`src/rtl/cla_pipe_addsub.sv`:
```
// cla_pipe_addsub -- parametrised, pipelined carry-look-ahead adder/subtractor.
//
// The operand is cut into STAGES slices of S = WIDTH/STAGES bits. Stage k adds
// slice k with a chain of 4-bit CLA groups. Its carry-in is the registered carry
// of stage k-1. The upper operand bits and the finished lower sum bits travel
// alongside in the stage registers. The longest combinational path is therefore
// a single slice. Latency is STAGES cycles. Each stage has a valid bit, and a
// stage advances when it is empty or when the stage after it advances. Bubbles
// therefore collapse, and the pipeline holds up to STAGES beats.
//
// Parameters
//   WIDTH   operand/result width (default 32)
//   STAGES  pipeline depth = latency (default 4); WIDTH/STAGES must be a multiple of 4
//
// Ports
//   clk        rising-edge clock
//   rst_n      synchronous active-low reset
//   in_valid   operand beat valid
//   in_ready   block can take an operand beat this cycle
//   a, b       operands
//   cin        carry-in (add mode only)
//   sub        0: a+b+cin, 1: a-b (cin ignored)
//   out_valid  result beat valid
//   out_ready  downstream accepts the result beat
//   sum        result modulo 2^WIDTH
//   cout       carry-out; in sub mode 1 means no borrow (a >= b unsigned)
//   ovf        signed overflow, present only when CLA_OVF_FLAG_EN is defined
//
// Build option
//   CLA_OVF_FLAG_EN  adds the ovf output, pipelined with sum.

module cla_pipe_addsub #(
  parameter int WIDTH  = 32,
  parameter int STAGES = 4
) (
  input  logic             clk,
  input  logic             rst_n,
  input  logic             in_valid,
  output logic             in_ready,
  input  logic [WIDTH-1:0] a,
  input  logic [WIDTH-1:0] b,
  input  logic             cin,
  input  logic             sub,
  output logic             out_valid,
  input  logic             out_ready,
  output logic [WIDTH-1:0] sum,
  output logic             cout
`ifdef CLA_OVF_FLAG_EN
  ,
  output logic             ovf
`endif
);

  localparam int S   = WIDTH / STAGES;
  localparam int NG  = S / 4;
  // Operand registers are only needed by stages that still feed a later slice.
  localparam int OPN = (STAGES > 1) ? STAGES - 1 : 1;

  if ((STAGES < 1) || ((WIDTH % STAGES) != 0) || (S == 0) || ((S % 4) != 0)) begin : g_bad_cfg
    $error("cla_pipe_addsub: WIDTH/STAGES must be a positive multiple of 4");
  end

  // 4-bit carry-look-ahead group: returns {carry_out, sum[3:0]}.
  function automatic logic [4:0] cla4(input logic [3:0] x, input logic [3:0] y,
                                      input logic ci);
    logic [3:0] g;
    logic [3:0] p;
    logic [3:0] c;
    logic       co;
    g    = x & y;
    p    = x ^ y;
    c[0] = ci;
    c[1] = g[0] | (p[0] & ci);
    c[2] = g[1] | (p[1] & g[0]) | (p[1] & p[0] & ci);
    c[3] = g[2] | (p[2] & g[1]) | (p[2] & p[1] & g[0]) | (p[2] & p[1] & p[0] & ci);
    co   = g[3] | (p[3] & g[2]) | (p[3] & p[2] & g[1]) | (p[3] & p[2] & p[1] & g[0])
         | (p[3] & p[2] & p[1] & p[0] & ci);
    return {co, p ^ c};
  endfunction

  // One slice: NG look-ahead groups, carry rippling group to group.
  function automatic logic [S:0] slice_add(input logic [S-1:0] x, input logic [S-1:0] y,
                                           input logic ci);
    logic [S-1:0] s;
    logic         c;
    logic [4:0]   grp;
    s = '0;
    c = ci;
    for (int j = 0; j < NG; j++) begin
      grp          = cla4(x[j*4 +: 4], y[j*4 +: 4], c);
      s[j*4 +: 4]  = grp[3:0];
      c            = grp[4];
    end
    return {c, s};
  endfunction

  // Stage state
  logic [STAGES-1:0] vld_q, vld_d;
  logic [STAGES-1:0] c_q,   c_d;
  logic [WIDTH-1:0]  sum_q [STAGES];
  logic [WIDTH-1:0]  sum_d [STAGES];
  logic [WIDTH-1:0]  opa_q [OPN];
  logic [WIDTH-1:0]  opa_d [OPN];
  logic [WIDTH-1:0]  opb_q [OPN];   // b_eff: already inverted in sub mode
  logic [WIDTH-1:0]  opb_d [OPN];
`ifdef CLA_OVF_FLAG_EN
  logic              ovf_q, ovf_d;
`endif

  // adv[k]: stage k loads this cycle. adv[STAGES] is the downstream accept.
  logic [STAGES:0] adv;

  always_comb begin
    adv[STAGES] = out_ready;
    for (int k = STAGES - 1; k >= 0; k--) begin
      adv[k] = !vld_q[k] || adv[k+1];
    end
  end

  assign in_ready = adv[0];

  always_comb begin
    logic             src_vld;
    logic [WIDTH-1:0] src_a;
    logic [WIDTH-1:0] src_b;
    logic [WIDTH-1:0] src_sum;
    logic             src_c;
    logic [S:0]       r;

    // NOTE: every signal written here gets a default first; each stage then
    // holds its current contents unless it advances, and no latch can be inferred.
    vld_d = vld_q;
    c_d   = c_q;
    for (int k = 0; k < STAGES; k++) sum_d[k] = sum_q[k];
    for (int k = 0; k < OPN; k++) begin
      opa_d[k] = opa_q[k];
      opb_d[k] = opb_q[k];
    end
`ifdef CLA_OVF_FLAG_EN
    ovf_d = ovf_q;
`endif
    src_vld = 1'b0;
    src_a   = '0;
    src_b   = '0;
    src_sum = '0;
    src_c   = 1'b0;
    r       = '0;

    for (int k = 0; k < STAGES; k++) begin
      if (k == 0) begin
        // Subtraction is a + ~b + 1; the inversion and forced carry happen at the entry.
        src_vld = in_valid;
        src_a   = a;
        src_b   = sub ? ~b : b;
        src_sum = '0;
        src_c   = sub ? 1'b1 : cin;
      end else begin
        src_vld = vld_q[k-1];
        src_a   = opa_q[k-1];
        src_b   = opb_q[k-1];
        src_sum = sum_q[k-1];
        src_c   = c_q[k-1];
      end

      r = slice_add(src_a[k*S +: S], src_b[k*S +: S], src_c);

      if (adv[k]) begin
        vld_d[k] = src_vld;
        // Payload only moves with a real beat; bubbles leave stale data behind.
        if (src_vld) begin
          sum_d[k]            = src_sum;
          sum_d[k][k*S +: S]  = r[S-1:0];
          c_d[k]              = r[S];
          if (k < OPN) begin
            opa_d[k] = src_a;
            opb_d[k] = src_b;
          end
`ifdef CLA_OVF_FLAG_EN
          // The last slice holds the MSB, so the sign bits are still in hand here.
          if (k == STAGES - 1) begin
            ovf_d = (src_a[WIDTH-1] == src_b[WIDTH-1]) && (r[S-1] != src_a[WIDTH-1]);
          end
`endif
        end
      end
    end
  end

  // NOTE: sequential state uses non-blocking assignments so all stages sample
  // the pre-edge values of their neighbours.
  always_ff @(posedge clk) begin
    if (!rst_n) begin
      // NOTE: the stage data is cleared along with the valid bits. sum/cout must
      // read 0 after reset, and on a synchronous reset the clear is only a data-path AND.
      vld_q <= '0;
      c_q   <= '0;
      for (int k = 0; k < STAGES; k++) sum_q[k] <= '0;
      for (int k = 0; k < OPN; k++) begin
        opa_q[k] <= '0;
        opb_q[k] <= '0;
      end
`ifdef CLA_OVF_FLAG_EN
      ovf_q <= 1'b0;
`endif
    end else begin
      vld_q <= vld_d;
      c_q   <= c_d;
      for (int k = 0; k < STAGES; k++) sum_q[k] <= sum_d[k];
      for (int k = 0; k < OPN; k++) begin
        opa_q[k] <= opa_d[k];
        opb_q[k] <= opb_d[k];
      end
`ifdef CLA_OVF_FLAG_EN
      ovf_q <= ovf_d;
`endif
    end
  end

  assign out_valid = vld_q[STAGES-1];
  assign sum       = sum_q[STAGES-1];
  assign cout      = c_q[STAGES-1];
`ifdef CLA_OVF_FLAG_EN
  assign ovf       = ovf_q;
`endif

endmodule
```
`config.mk`:
```
export PLATFORM = sky130hd
export DESIGN_NAME = cla_pipe_addsub
export DESIGN_NICKNAME = d
export VERILOG_FILES = /design/src/rtl/cla_pipe_addsub.sv
export SDC_FILE = /design/constraint.sdc
export NUM_CORES = 1
export LEC_CHECK = 0
export CAP_MARGIN = 20
export CELL_PAD_IN_SITES_DETAIL_PLACEMENT = 1
export CELL_PAD_IN_SITES_GLOBAL_PLACEMENT = 1
export CORE_ASPECT_RATIO = 0.5
export CORE_UTILIZATION = 35
export DETAILED_ROUTE_END_ITERATION = 12
export GPL_TIMING_DRIVEN = 0
export PLACE_DENSITY = 0.79
export SYNTH_ARGS = -nofsm -noshare
export SYNTH_HDL_FRONTEND = slang
export SYNTH_SLANG_ARGS = --single-unit
```
`constraint.sdc`:
```
create_clock -name clk -period 2.3 [get_ports clk]
set_input_delay 0.23 -clock clk [delete_from_list [all_inputs] [get_ports clk]]
set_output_delay 0.23 -clock clk [all_outputs]
set_load 0.01 [all_outputs]
```
==> run summary <==
* **status** completed
* **vias in the first global route** 7056
* **most used flip-flop cell after synthesis** dfxtp_1
* **CTS tree** yes
* **routed via count** 6908
* **critical path data required time** 2.59 ns
* **Synth Register Bits** 184
* **buffers from clock root to sink, at most** 2
* **headroom to the max-slew limit** 0.421
* **floorplan die height** 108 µm
* **worst hold margin** 0.291 ns
* **length of routed met3 wiring** 1020 µm
* **Filler cells** 2613
* **count of final hold-check violations** 0
* **largest vdd supply drop** 0.000451 V
* **Tightest Hold Check Type** input port to flip-flop
* **n_diodes** 0
* **sequential cell area** 3680 µm²
* **net count of the finished layout** 1178
* **total I/O pin count** 105
* **Setup CP Type** flip-flop to flip-flop
* **gp weighted congestion** 0.843
* **reg-to-reg slack, setup** 0.09 ns
* **overall power consumption** 6980 µW
* **Post-Syn Area** 7870 µm²
* **fraction of registers with async set or reset after synthesis** 0
* **remaining number of nets flagged by the antenna check after routing** 0
* **GRT Util Overall** 0.221
* **post-synthesis average cell area** 8.32 µm²
* **largest clock skew in the final design** 0.00924 ns
* **Overflow after GRT** 0
* **area of the multi-input gates** 3850 µm²
* **largest net degree at the start of global routing** 17
* **Pre-Repair DR Iteration Count** 5
* **DP Wirelength** 19100 µm
* **antenna violations before repair** 0
* **fraction of final layout cells with drive strength greater than 1** 0.0630
* **warning count from the yosys run** 0
* **wire length of the first global-routing pass** 39100 µm
* **transition at the pin with the smallest max-transition slack** 0.869 ns
* **DRC errors left** 0
* **cell area after layout** 9860 µm²
* **instance count of the mapped netlist** 945
* **Setup-failing EPs final** 0
* **share of the cycle needed by the critical path after routing** 0.963
* **Clk pin slew, worst setup/hold paths** 0.07 ns
* **cell at the root of the clock tree** clkbuf_16
* **post-synth net total** 1055
* **die area** 23100 µm²
* **Top Metal Used** met4
* **wire length on met2** 11100 µm
* **maximum fanout encountered on the critical timing path** 3
* **standard-cell row count** 38
* **most common cell after layout, fill and taps aside** nand2_1
* **share of synthesized area occupied by flip-flops and latches** 0.468
* **power per cell area** 707 nW/µm²
* **critical path arrival** 2.50 ns
* **commonest non-fill, non-tap cells in the layout** nand2_1, dfxtp_1, a21oi_1, clkdlybuf4s50_1, clkbuf_1
* **number of H-tree levels** 4
* **routed metal-1 wirelength** 12500 µm
* **startpoint type of the worst setup path** flip-flop
* **vias per cell** 5.01
* **layout overhead on the synthesized area** 25.4%
* **placed standard-cell area** 9290 µm²
* **die width** 214 µm
* **critical path capture point type** flip-flop
* **Detailed Route WL** 24800 µm
* **Leak Pwr** 0.00370 µW
* **detailed router's first-iteration violation count** 405
* **worst-skew pair later-pin latency** 0.44 ns
* **final count of pins violating max slew** 0
* **f_max** 0.452 GHz
* **count of buffers inserted at the top-level ports** 103
* **Max-Cap Viols** 0
* **min Tclk post-route** 2.21 ns
* **number of sinks on the clock net** 184
* **CORE AREA** 21900 µm²
* **setup TNS** 0 ns
* **cts-stage hold buffer count** 0
* **EDFF count, synth** 0
* **Inserted Clock Buffers** 17
* **initial standard-cell utilization of the core** 0.360
* **drt wl/cell** 18.0 µm
* **Netlist cell types** 41
-- worst max-delay path: stages, from the launching register on --
cell      delay [ns]
dfxtp_1         0.33
ha_1            0.36
a21oi_2         0.17
nand2_1         0.10
a21o_1          0.22
a21o_1          0.21
fa_2            0.37
xnor2_2         0.23
a211oi_2        0.09
-- cell type report --
| cell class | count | share of cell area |
|---|---|---|
| well taps | 300 | 0.0381 |
| inverters | 19 | 0.00723 |
| multi-input cells | 679 | 0.391 |
| flip-flops and latches | 184 | 0.374 |
| repair buffers | 104 | 0.105 |
| clock buffers | 20 | 0.0463 |
| plain buffers | 63 | 0.0299 |
| clock inverters | 11 | 0.00901 |
-- sequential cells by signal, indices dropped and copies added (netlist names) --
name,cells
c_q,4
sum_q,80
vld_q,4
opb_q,48
opa_q,48
-- synth_stat cells (3+ instances only) --
| library cell | number | area [µm²] |
|---|---|---|
| fa_1 | 8 | 160 |
| o21ai_0 | 12 | 60.1 |
| a21boi_0 | 18 | 135 |
| buf_6 | 3 | 33.8 |
| xnor2_1 | 34 | 298 |
| dfxtp_1 | 184 | 3680 |
| o21a_1 | 3 | 22.5 |
| a21oi_1 | 133 | 666 |
| a211oi_1 | 25 | 188 |
| ha_1 | 32 | 400 |
| nor3_1 | 5 | 25.0 |
| clkbuf_1 | 35 | 131 |
| nand2_1 | 287 | 1080 |
| o211a_1 | 10 | 100 |
| o211ai_1 | 4 | 30.0 |
| nor2_1 | 35 | 131 |
| and2_1 | 4 | 25.0 |
| xor2_1 | 12 | 105 |
| nand3_1 | 16 | 80.1 |
| nand4b_1 | 3 | 26.3 |
| a21o_1 | 7 | 52.6 |
| o31ai_1 | 3 | 22.5 |
| nand4_1 | 8 | 50.1 |
| buf_2 | 24 | 120 |
| inv_1 | 19 | 71.3 |
-- final timing paths --
kind                     start      endpoint  cells past startpoint
setup reg to reg  opb_q[0][49]  sum_q[2][21]                      8
hold reg to reg   opa_q[0][23]  opa_q[0][23]                      2
setup / recovery  opb_q[0][49]  sum_q[2][21]                      8
hold / removal             sub   opb_q[0][8]                      4
-- power by group --
group / switching (µW) / leakage [µW] / internal, µW
clock: 1330 / 0.000266 / 1460
sequential: 81.9 / 0.00150 / 3310
combinational: 457 / 0.00193 / 345
-- cells by family after synthesis --
family | share of synthesized area
AO/OA/AOI/OAI | 0.175
XOR/XNOR | 0.0512
adder cells (fa/ha/maj) | 0.0713
buffers and inverters | 0.0458
flip-flops | 0.468
AND/OR/NAND/NOR | 0.189
-- per-layer routing --
metal  GRT usage  up-vias
li1            -     3408
met1       0.305     3354
met2       0.357      126
met3      0.0408       20
met4      0.0570        0
met5           0        -
-- stage by stage --
step	cells	worst slack (ns)	util
finish	1380	0.0857	0.451
global route	1380	-0.00413	0.451
floorplan	945	0.0168	-
CTS	1379	0.0489	0.450
global placement	1348	-0.195	0.425
detailed placement	1348	-0.230	0.425
-- repair_timing --
item / 4_1_cts / 5_1_grt
gates resized for setup: 3 / 2
buffers inserted: 0 / 1
setup endpoints to repair: 1 / 3
pin swaps: 0 / 1
Note: power is estimated with default switching activity, not from simulation.
